## config.mk

```make
export PLATFORM = sky130hd
export DESIGN_NAME = barrel_shifter_pipe
export DESIGN_NICKNAME = d
export VERILOG_FILES = /design/src/rtl/barrel_shifter_pipe.sv
export SDC_FILE = /design/constraint.sdc
export NUM_CORES = 1
export LEC_CHECK = 0
export CAP_MARGIN = 20
export CORE_MARGIN = 2
export CORE_UTILIZATION = 57
export DETAILED_ROUTE_END_ITERATION = 16
export PLACE_DENSITY = 0.8
export SYNTH_ARGS = -nofsm -noshare
export SYNTH_HDL_FRONTEND = slang
export SYNTH_SLANG_ARGS = --single-unit
```

## constraint.sdc

```tcl
create_clock -name clk -period 4.1 [get_ports clk]
set_input_delay 1.23 -clock clk [delete_from_list [all_inputs] [get_ports clk]]
set_output_delay 1.23 -clock clk [all_outputs]
set_load 0.05 [all_outputs]
```

## src/rtl/barrel_shifter_pipe.sv

```systemverilog
// barrel_shifter_pipe: pipelined barrel shifter (SLL / SRL / SRA / ROL).
// Stage i shifts by 2^i when bit i of the effective shift amount is set.
// Shift amount, mode and sign travel with the data. A single global stall
// (out_valid & ~out_ready) freezes every stage, and bubbles are kept.
// Optional feature: define BARREL_SHIFTER_CARRY_EN to add the carry_out port,
// which returns the last bit shifted out of the word.
module barrel_shifter_pipe #(
    parameter int WIDTH  = 16,
    parameter int SHW    = $clog2(WIDTH),
    parameter int STAGES = SHW
) (
    input  logic             clk,
    input  logic             rst,
    input  logic             in_valid,
    output logic             in_ready,
    input  logic [WIDTH-1:0] data,
    input  logic [SHW-1:0]   shamt,
    input  logic [1:0]       mode,
    input  logic             en,
    output logic             out_valid,
    input  logic             out_ready,
    output logic [WIDTH-1:0] q
`ifdef BARREL_SHIFTER_CARRY_EN
    ,
    output logic             carry_out
`endif
);

    localparam logic [1:0] MODE_SLL = 2'b00;
    localparam logic [1:0] MODE_SRL = 2'b01;
    localparam logic [1:0] MODE_SRA = 2'b10;
    localparam logic [1:0] MODE_ROL = 2'b11;

    logic stall;

    function automatic logic [WIDTH-1:0] shift_by(input logic [WIDTH-1:0] d,
                                                  input logic [1:0]       m,
                                                  input logic             sg,
                                                  input int               amt);
        logic [WIDTH-1:0] fill;
        fill = sg ? ~({WIDTH{1'b1}} >> amt) : '0;
        case (m)
            MODE_SLL: shift_by = d << amt;
            MODE_SRL: shift_by = d >> amt;
            MODE_SRA: shift_by = (d >> amt) | fill;
            default:  shift_by = (d << amt) | (d >> (WIDTH - amt));
        endcase
    endfunction

`ifdef BARREL_SHIFTER_CARRY_EN
    // The last bit leaving the word in this stage; later stages overwrite it,
    // so the final value is the last bit shifted out overall.
    function automatic logic carry_by(input logic [WIDTH-1:0] d,
                                      input logic [1:0]       m,
                                      input int               amt);
        logic [WIDTH-1:0] t;
        if (m == MODE_SLL || m == MODE_ROL) t = d >> (WIDTH - amt);
        else                                t = d >> (amt - 1);
        carry_by = t[0];
    endfunction
`endif

    for (genvar i = 0; i < STAGES; i++) begin : g_stage
        logic             in_vld;
        logic [WIDTH-1:0] in_d;
        logic [1:0]       in_m;
        logic [SHW-1:i]   in_sh;
        logic             in_sg;
        logic [WIDTH-1:0] nxt_d;
        logic             vld;
        logic [WIDTH-1:0] d;

        if (i == 0) begin : g_src
            assign in_vld = in_valid & in_ready;
            assign in_d   = data;
            assign in_m   = mode;
            assign in_sh  = en ? shamt : '0;
            assign in_sg  = data[WIDTH-1];
        end else begin : g_src
            assign in_vld = g_stage[i-1].vld;
            assign in_d   = g_stage[i-1].d;
            assign in_m   = g_stage[i-1].g_fwd.m;
            assign in_sh  = g_stage[i-1].g_fwd.sh;
            assign in_sg  = g_stage[i-1].g_fwd.sg;
        end

        // Shift by 2^i when this stage's shift-amount bit is set.
        always_comb begin
            nxt_d = in_d;
            if (in_sh[i]) nxt_d = shift_by(in_d, in_m, in_sg, 1 << i);
        end

        // Stage valid and data advance together unless the pipe is stalled.
        always_ff @(posedge clk or posedge rst) begin
            if (rst) begin
                vld <= 1'b0;
                d   <= '0;
            end else if (!stall) begin
                vld <= in_vld;
                d   <= nxt_d;
            end
        end

        if (i < STAGES - 1) begin : g_fwd
            logic [1:0]       m;
            logic [SHW-1:i+1] sh;
            logic             sg;

            // Side-band fields needed by later stages only.
            always_ff @(posedge clk or posedge rst) begin
                if (rst) begin
                    m  <= '0;
                    sh <= '0;
                    sg <= 1'b0;
                end else if (!stall) begin
                    m  <= in_m;
                    sh <= in_sh[SHW-1:i+1];
                    sg <= in_sg;
                end
            end
        end

`ifdef BARREL_SHIFTER_CARRY_EN
        logic in_cy;
        logic nxt_cy;
        logic cy;

        if (i == 0) begin : g_cy_src
            assign in_cy = 1'b0;
        end else begin : g_cy_src
            assign in_cy = g_stage[i-1].cy;
        end

        // Carry tracks the most recent bit shifted out of the word.
        always_comb begin
            nxt_cy = in_cy;
            if (in_sh[i]) nxt_cy = carry_by(in_d, in_m, 1 << i);
        end

        // Carry register moves in lock-step with the data.
        always_ff @(posedge clk or posedge rst) begin
            if (rst)         cy <= 1'b0;
            else if (!stall) cy <= nxt_cy;
        end
`endif
    end

    assign out_valid = g_stage[STAGES-1].vld;
    assign q         = g_stage[STAGES-1].d;
    assign stall     = out_valid & ~out_ready;
    assign in_ready  = ~stall & ~rst;
`ifdef BARREL_SHIFTER_CARRY_EN
    assign carry_out = g_stage[STAGES-1].cy;
`endif

endmodule

```

### Word-level counts from Yosys, hierarchy flattened

Index checks and enable logic that the tools add are counted.

| word-level totals | value |
|---|---|
| flip-flop bits (word level) | 83 |
| output and inout bits | 18 |

| cells by class | value |
|---|---|
| equality and inequality tests | 8 |
| multiplexer cells | 13 |
| bitwise gates (word level) | 14 |
| reduce and logical (&&, ||, !) cells | 4 |

Operator list:

| cell | count |
|---|---|
| $pmux 16 s3 | 4 |
| $mux 16 | 8 |
| $or 12x16->16 | 1 |
| $or 14x16->16 | 1 |
| $or 15x16->16 | 1 |
| $or 16x1->16 | 1 |
| $or 16x2->16 | 1 |
| $or 16x4->16 | 1 |
| $or 16x8->16 | 1 |
| $or 8x16->16 | 1 |
| $eq 2x1->1 const B | 4 |
| $eq 2x2->1 const B | 4 |
| $logic_not 2->1 | 4 |
| $mux 4 | 1 |
| $and 1x1->1 | 3 |
| $not 1->1 | 3 |

### Logic depth before layout (Yosys ltp)

Gate-level depths: netlist of run 1.

| logic depth | value |
|---|---|
| depth in word-level cells | 5 |
| gate-level depth with buffers | 6 |
| gate-level depth less buffers | 3 |

### Worst setup path after synthesis of run 1

Ideal clock, no wire load.

| timing | value |
|---|---|
| path type | input port to output port |
| start | input port out_ready |
| end | output port in_ready |
| arrival | 2261 ps |
| path slack | 609 ps |
| stages on the path | 4 |
| cell sequence | nor2b_1 > buf_2 > clkbuf_1 > nor2_1 |

| on the way | value |
|---|---|
| longest elaborated chain between the ends | 4 |

RTL lines:

| element | line | source |
|---|---|---|
| from (decl) | 21 | `input logic out_ready,` |
| $not 1->1 | 150 | `assign stall = out_valid & ~out_ready;` |
| $and 1x1->1 | 150 |  |
| $not 1->1 | 151 | `assign in_ready = ~stall & ~rst;` |
| $and 1x1->1 | 151 |  |
| to (decl) | 15 | `output logic in_ready,` |

Every way passes these cells.

### Worst setup path after layout of run 1

Same ends and word-level chain as after synthesis.

==> results, run 1 <==
- The flow ran to the end, and the final reports show no timing, DRC or antenna violations.
- The count of hold buffers inserted by post-cts repair is 0.
- The remaining max-slew budget at the tightest pin is 35.8%.
- After detailed routing, the total wire length is 9690 um.
- The stage delay of the slowest cell on the critical path is 520 ps.
- The final RePlAce weighted congestion is 0.886.
- Global routing used 24.5% of the available tracks.
- The fraction of post-synthesis cell area in the top cell type by area is 47.0%.
- The routed layout has 3602 vias.
- Dividing the synthesized area by the synthesized cell count gives 9.35 um2.
- The total number of H-tree levels is 3.
- Using the TritonRoute via totals, the vias-per-cell ratio works out to 6.01.
- The largest vdd supply drop is 249 uV.
- The worst path in the final design needs a cycle of 3320 ps, including I/O delays and setup.
- The area taken by multi-input logic gates is 0.00214 mm2.
- The number of synthesized register bits is 83.
- After clock tree synthesis, the clock-pin slew on the worst setup and hold paths is 80 ps.
- The via count of the first global-routing pass is 3348.
- At the end of the flow the core is filled with cells to 67.2%.
- Traced cell by cell, the critical path runs through clkdlybuf4s50_1, nor2b_4, nor2_1, buf_4.
- The total of endpoints with negative setup slack in the final report is 0.
- Counting every sink on the clock net gives 83.
- The number of detailed-routing iterations run before antenna repair is 6.
- The number of max-capacitance violations reported is 0.
- The analysis attributes to net switching a power of 0.00169 W.
- The top fanout value on the critical path is 2.
- Counting the fill cells in the layout gives 598.
- The antenna cell count is 0.
- Global routing finished with a remaining overflow of 0.
- The most used flip-flop cell after synthesis is sky130_fd_sc_hd__dfrtp_1.
- From synthesis to final layout, the design area changed by 15.6%.
- The count of yosys warnings during synthesis is 0.
- The slowest stage of the critical path is the sky130_fd_sc_hd__clkdlybuf4s50_1 cell.
- After detailed routing, the average wire length per cell comes to 16.2 um.
- In the synthesized netlist the async set-or-reset flop fraction comes to 100%.
- The share of total power dissipated in combinational logic is 40.8%.
- Entering global routing, the biggest net connects 81 pins.
- Internal power comes to 0.00229 W.
- In this run the core area contains 32 standard-cell rows.
- Yosys mapped the design onto 31 distinct sky130hd cell types.
- The initial DRC count is 250.
- The floorplan step defined a die boundary enclosing 0.00848 mm2.
- The number of I/O port buffers is 44.
- The initial antenna violation count was 0.
- The clock tree from TritonCTS is done.
- The number of primary I/O pins is 45.
- For this run, design rule violations remaining after detail routing come to 0.
- Derived from the worst setup path, the maximum achievable clock frequency is 301 MHz.
- The number of max-slew violations in the final report came to 0.
- The floorplan step set the die height to 92.1 um.
- The total nets after synthesis is 500.
- The final critical path takes up 80.9% of the cycle.
- Sequential cells account for 41.0% of the total power.
- Setup repair after global routing left no endpoint under its margin.
- The total power is 0.00398 W.
- Cells with a size suffix above 1 make up 5.63% of the layout.
- The final hold violation count is 0.
- The remaining antenna violation count after routing is 0.
- The post-CTS repair timing setup buffer count is 0.
- The clock passes through at most 2 buffers.
- STA classifies the critical path endpoint as an output pin.
- In the final timing run, aggregate negative setup slack is 0 ps.
- At the pin with the least slew margin, the transition time is 958 ps.
- The biggest area consumer among synthesized cells is sky130_fd_sc_hd__dfrtp_1.
- The standard cell core area is 0.00761 mm2.
- The reported leakage power is 2.30 nW.
- The minimum hold slack is 467 ps.
- The classification of the worst-slack hold path is reg -> reg.
- The mapped netlist covers 0.00442 mm2.
- For the final database, setup skew stands at 8.91 ps.
- The post-place instance area is 0.00486 mm2.
- The insertion delay to the later sink of the worst-skew pair is 360 ps.
- The critical path launch point type is an input pin.
- The first global-routing pass estimated 16500 um of wire.
- By area the synthesized netlist is led by sky130_fd_sc_hd__dfrtp_1 47%, sky130_fd_sc_hd__mux2i_1 10%, sky130_fd_sc_hd__nand2_1 8.7%, sky130_fd_sc_hd__nand3_1 5.9%, sky130_fd_sc_hd__o211ai_1 5.6%.
- The net count of the finished layout is 520.
- Counting the buffers created by CTS gives 9.
- The critical path class is in -> out.
- CTS placed an instance of sky130_fd_sc_hd__clkbuf_8 at the clock tree root.
- The switching power as a share of total power is 42.4%.
- The synthesized instance count is 473.
- In this run the horizontal extent of the chip is 92.1 um.
- Per report_power, the clock group accounts for 18.2% of the total.
- At the worst endpoint, the required time is 2870 ps.
- The register area is 0.00208 mm2.
- The number of enable-type register cells in the synthesized netlist is 0.
- Data on the critical path arrives at its endpoint at 2090 ps.
- The post-detailed-placement half-perimeter wirelength is 6820 um.
- For this run, the register share of the synthesized area comes to 47.0%.
- Summing all non-filler instances in the final layout gives an area of 0.00511 mm2.
- The initial utilization of the core area, before any placement, comes to 58.1%.
- The total of cells resized after clock tree synthesis is 0.
- The power per standard cell area is 779 mW/mm2.
## placed cells by master (no fill, tap or decap), types with 2 or more instances in the layout
master	instances
sky130_fd_sc_hd__nor2_1	19
sky130_fd_sc_hd__o211ai_1	33
sky130_fd_sc_hd__xnor2_4	2
sky130_fd_sc_hd__dfrtp_1	83
sky130_fd_sc_hd__mux2i_1	46
sky130_fd_sc_hd__o21ai_1	14
sky130_fd_sc_hd__buf_12	2
sky130_fd_sc_hd__bufinv_16	3
sky130_fd_sc_hd__o21ai_0	29
sky130_fd_sc_hd__buf_4	3
sky130_fd_sc_hd__clkbuf_8	11
sky130_fd_sc_hd__clkdlybuf4s50_1	43
sky130_fd_sc_hd__a221oi_1	16
sky130_fd_sc_hd__nand3_1	52
sky130_fd_sc_hd__nand2_1	103
sky130_fd_sc_hd__nor2b_1	2
sky130_fd_sc_hd__o211a_1	12
sky130_fd_sc_hd__inv_1	3
sky130_fd_sc_hd__mux2_1	5
## cells in the mapped netlist, types with 2 or more instances
cell type,n
sky130_fd_sc_hd__dfrtp_1,83
sky130_fd_sc_hd__o211a_1,12
sky130_fd_sc_hd__o21ai_1,14
sky130_fd_sc_hd__clkbuf_1,23
sky130_fd_sc_hd__nand2b_1,2
sky130_fd_sc_hd__a221oi_1,16
sky130_fd_sc_hd__o21ai_0,29
sky130_fd_sc_hd__xnor2_4,2
sky130_fd_sc_hd__mux2i_1,46
sky130_fd_sc_hd__nand3_1,52
sky130_fd_sc_hd__nand2_1,103
sky130_fd_sc_hd__nor2b_1,3
sky130_fd_sc_hd__o211ai_1,33
sky130_fd_sc_hd__nor2_1,19
sky130_fd_sc_hd__inv_1,4
sky130_fd_sc_hd__mux2_1,5
sky130_fd_sc_hd__buf_2,12
sky130_fd_sc_hd__buf_6,2
## worst paths after layout
kind | slack, ps | start | cells past startpoint | end
max | 780 | out_ready | 4 | in_ready
min | 470 | g_stage[2].vld | 1 | out_valid
max reg2reg | 2290 | g_stage[0].g_fwd.m[0] | 3 | g_stage[1].d[3]
min reg2reg | 470 | g_stage[2].vld | 1 | out_valid
max in group asynchronous | 2230 | rst | 3 | g_stage[2].d[9]
min in group asynchronous | 1220 | rst | 2 | out_valid
## worst max-delay path: cells and delay by family
family / cells / cell delay (ps)
buf+inv: 2 / 720
simple gates: 2 / 130
## per-layer routing
metal	global-route usage (%)	vias to the layer above	wire [um]
li1	-	1732	-
met1	31.3	1740	4020
met2	41.5	109	5010
met3	3.04	21	391
met4	11.8	0	272
met5	0	-	0
## cell type report
class                           instances  share of cell area, %
Multi-Input combinational cell        346                   42.0
Inverter                                5                  0.392
Tap cell                              102                   2.50
Timing Repair Buffer                   48                   9.65
Clock inverter                          4                   1.91
Clock buffer                           11                   2.96
Sequential cell                        83                   40.6
## cell families after synthesis
family | count (synthesis) | share of synthesized area (%)
multiplexers | 52 | 11.9
AND/OR/NAND/NOR | 181 | 17.3
AO/OA/AOI/OAI | 110 | 17.5
flip-flops | 83 | 47.0
XOR/XNOR | 3 | 1.61
buffers and inverters | 44 | 4.75
## state kept, by name, indices dropped and copies added, names as in the netlist
| register | count |
|---|---|
| q | 16 |
| g_stage.d | 48 |
| g_stage.g_fwd.m | 6 |
| out_valid | 1 |
| g_stage.g_fwd.sh | 6 |
| g_stage.g_fwd.sg | 3 |
| g_stage.vld | 3 |
## stage by stage
| step | std cells | setup WS, ps |
|---|---|---|
| 2_1_floorplan | 473 | 609 |
| 3_3_place_gp | 584 | 789 |
| 3_5_place_dp | 584 | 781 |
| 4_1_cts | 599 | 776 |
| 5_1_grt | 599 | 743 |
| 6_report | 599 | 782 |
## power by group through the flow
stage                     logic, W  clock network (W)  registers (W)
final                      0.00163           0.000723        0.00163
after global routing       0.00179           0.000764        0.00168
after CTS                  0.00163           0.000730        0.00162
after detailed placement   0.00162                  0        0.00164
after global placement     0.00159                  0        0.00161
after floorplan            0.00112                  0        0.00168
Note: power is estimated with default switching activity, not from simulation.
==> inputs of run 2 (changes only) <==
--- a/config.mk
+++ b/config.mk
@@ -7,9 +7,9 @@
 export LEC_CHECK = 0
 export CAP_MARGIN = 20
 export CORE_MARGIN = 2
-export CORE_UTILIZATION = 57
+export CORE_UTILIZATION = 52
 export DETAILED_ROUTE_END_ITERATION = 16
-export PLACE_DENSITY = 0.8
+export PLACE_DENSITY = 0.77
 export SYNTH_ARGS = -nofsm -noshare
 export SYNTH_HDL_FRONTEND = slang
 export SYNTH_SLANG_ARGS = --single-unit
==> constraint.sdc (replaced) <==
create_clock -name clk -period 2.9 [get_ports clk]
set_input_delay 0.87 -clock clk [delete_from_list [all_inputs] [get_ports clk]]
set_output_delay 0.87 -clock clk [all_outputs]
set_load 0.05 [all_outputs]
==> results, run 2 (synthesis results as in run 1) <==
- The number of primary I/O pins is 45 (unchanged).
- The worst setup path is launched from an input pin.
- The total number of H-tree levels is 3 (unchanged).
- The relative contribution of the clock network to total power is 16.8% (-1.4 points).
- The data arrival time at the worst-slack endpoint is 1730 ps (-360 ps).
- The accumulated negative setup slack was 0 ps (unchanged).
- The via count of the first global-routing pass is 3443 (+2.8%).
- Counting I/O delays and the setup requirement, the final critical path takes 2600 ps.
- The total of cells resized after clock tree synthesis is 0 (unchanged).
- The worst path uses 89.6% of the clock period.
- The insertion delay to the later sink of the worst-skew pair is 370 ps (about the same).
- The fraction of final layout cells with drive strength greater than 1 is 6.57% (+0.94 points).
- The count of clock tree sinks is 83 (unchanged).
- The largest vdd supply drop is 389 uV (+56%).
- The DRC violation count after routing is 0 (unchanged).
- The post-detailed-route wirelength per cell came to 16.3 um (+0.73%).
- The number of max-slew violations in the final report is 0 (unchanged).
- For this run, the top clock speed supported by timing is 385 MHz.
- The number of I/O port buffers is 44 (unchanged).
- The min-delay analysis places its worst path in the category reg -> reg.
- The total CTS buffers is 9 (unchanged).
- The slew of the pin with the lowest slew margin is 975 ps (+17.2 ps).
- Setup repair after global routing left no endpoint under its margin.
- The number of detailed-routing iterations run before antenna repair was 5 (-1).
- The top cell types in the final layout, fill and taps aside, are 103 x sky130_fd_sc_hd__nand2_1, 83 x sky130_fd_sc_hd__dfrtp_1, 52 x sky130_fd_sc_hd__nand3_1, 46 x sky130_fd_sc_hd__mux2i_1, 43 x sky130_fd_sc_hd__clkdlybuf4s50_1.
- The internal power consumption was 0.00312 W (+36%).
- The total detailed-routing wirelength came to 9890 um (+2.1%).
- The proportion of power drawn by combinational gates was 41.7% (+0.9 points).
- The maximum number of pins on one net before global-route repair is 81 (unchanged).
- The total of endpoints with negative setup slack in the final report came to 0 (unchanged).
- The maximum buffer depth of the clock tree was 2 (unchanged).
- The kind of end point of the critical path is an output pin.
- The top fanout value on the critical path was 2 (unchanged).
- The required time of the critical path is 2030 ps (-840 ps).
- The remaining antenna violation count after routing is 0 (unchanged).
- The net count of the finished layout is 524 (+0.77%).
- The total number of vias was 3635 (+0.92%).
- The run finished with clean final reports.
- The standard cell core area came to 0.00822 mm2 (+8.0%).
- The total power is 0.00554 W (+39%).
- The count of hold buffers inserted by post-cts repair is 0 (unchanged).
- The flip-flop count of the largest register after layout is 48 (unchanged).
- The final hold violation count is 0 (unchanged).
- The switching power as a share of total power came to 43.8% (+1.3 points).
- The final RePlAce weighted congestion is 0.884 (-0.25%).
- The minimum hold slack came to 474 ps (+6.27 ps).
- The global-route congestion overflow total is 0 (unchanged).
- The sequential power share was 41.5% (+0.5 points).
- The post-detailed-placement half-perimeter wirelength is 7040 um (+3.2%).
- The layout overhead on the synthesized area is 15.5% (about the same).
- The clock root buffer is sky130_fd_sc_hd__clkbuf_8.
- The post-CTS repair timing setup buffer count was 0 (unchanged).
- The cell row count is 33 (+3.1%).
- By startpoint and endpoint, the worst setup path is classified as in -> out.
- The reported net switching power was 0.00243 W (+44%).
- The reported leakage power is 2.29 nW (-0.13%).
- The worst setup skew after layout was 18.3 ps (+9.35 ps).
- The antenna cell count is 0 (unchanged).
- The die extent in y is 96.2 um (+4.5%).
- The overall global routing resource usage is 23.4% (-1.1 points).
- Counting flops per register, the top entry is g_stage.d.
- The initial cell density of the core is 53.8% (-4.3 points).
- The power per standard cell area is 1090 mW/mm2 (+39%).
- The initial antenna violation count was 0 (unchanged).
- The clock tree from TritonCTS is done.
- The global-route wire length before repair is 16800 um (+1.6%).
- The initial DRC count is 200 (-20%).
- The number of max-capacitance violations reported is 0 (unchanged).
- The most frequent standard cell in the layout excluding fill and tap cells is sky130_fd_sc_hd__nand2_1.
- The die span in x was 96.2 um (+4.5%).
- The clock transition at the register clock pins on the worst setup and hold paths after CTS is 90 ps (about the same).
- The floorplan die area was 0.00926 mm2 (+9.2%).
- The remaining max-slew budget at the tightest pin is 34.7% (-1.2 points).
- The number of vias per cell was 5.99 (-0.41%).
-- run 2: changes by cell type in the layout (fill, tap and decap cells not counted), sizes merged --
cell | previous run | this run
clkbuf | 11 | 9
clkinvlp | 1 | 2
clkinv | 2 | 3
buf | 5 | 9
inv | 3 | 5
bufinv | 3 | 2
-- run 2: worst paths after layout --
check,start,endpoint,slack (ps),cells after the start
setup / recovery,out_ready,in_ready,300,4
max in group asynchronous,rst,g_stage[2].d[9],1440,3
hold / removal,g_stage[2].vld,out_valid,470,1
hold reg to reg,g_stage[2].vld,out_valid,470,1
setup reg to reg,g_stage[0].g_fwd.m[0],g_stage[1].d[12],1080,3
min in group asynchronous,rst,g_stage[1].vld,810,2
-- run 2: area by class of cell --
| cell class | count | area [um2] |
|---|---|---|
| clock inverters | 7 | 98.8 |
| multi-input cells | 346 | 2140 |
| fillers | 691 | 3110 |
| repair buffers | 52 | 510 |
| flip-flops and latches | 83 | 2080 |
| clock buffers | 9 | 124 |
| inverters | 5 | 22.5 |
| well taps | 105 | 131 |
-- run 2: power groups by stage --
stage	Combinational (W)	Sequential (W)	Clock, W
CTS	0.00232	0.00229	0.000944
floorplan	0.00158	0.00237	0
detailed placement	0.00232	0.00231	0
finish	0.00231	0.00230	0.000931
global placement	0.00226	0.00228	0
global route	0.00254	0.00238	0.000995
-- run 2: through the flow --
step / area (um2) / utilization [%] / setup slack (ps) / std cells
2_1_floorplan: 4430 / - / 129 / 473
3_3_place_gp: 4890 / 59.5 / 321 / 591
3_5_place_dp: 4890 / 59.5 / 299 / 591
4_1_cts: 5110 / 62.2 / 294 / 607
5_1_grt: 5110 / 62.2 / 230 / 607
6_report: 5110 / 62.2 / 303 / 607
-- run 2: worst max-delay path: stages --
cell and delay (ps):
sky130_fd_sc_hd__clkdlybuf4s50_1 520, sky130_fd_sc_hd__nor2b_4 50, sky130_fd_sc_hd__nor2_1 80, sky130_fd_sc_hd__buf_4 200
-- run 2: layer usage --
| metal | track usage [%] | wire length [um] | vias up |
|---|---|---|---|
| met1 | 30.4 | 4260 | 1753 |
| met2 | 38.0 | 4900 | 113 |
| met5 | 0 | 0 | - |
| met4 | 10.7 | 274 | 0 |
| met3 | 4.23 | 451 | 23 |
| li1 | - | - | 1746 |
==> inputs of run 3 (changes only) <==
--- a/config.mk
+++ b/config.mk
@@ -10,6 +10,7 @@
 export CORE_UTILIZATION = 52
 export DETAILED_ROUTE_END_ITERATION = 16
 export PLACE_DENSITY = 0.77
+export SKIP_CTS_REPAIR_TIMING = 1
 export SYNTH_ARGS = -nofsm -noshare
 export SYNTH_HDL_FRONTEND = slang
 export SYNTH_SLANG_ARGS = --single-unit
==> results of run 3 <==
Same layout as run 2: the final DEF is identical, and so are final timing and power.
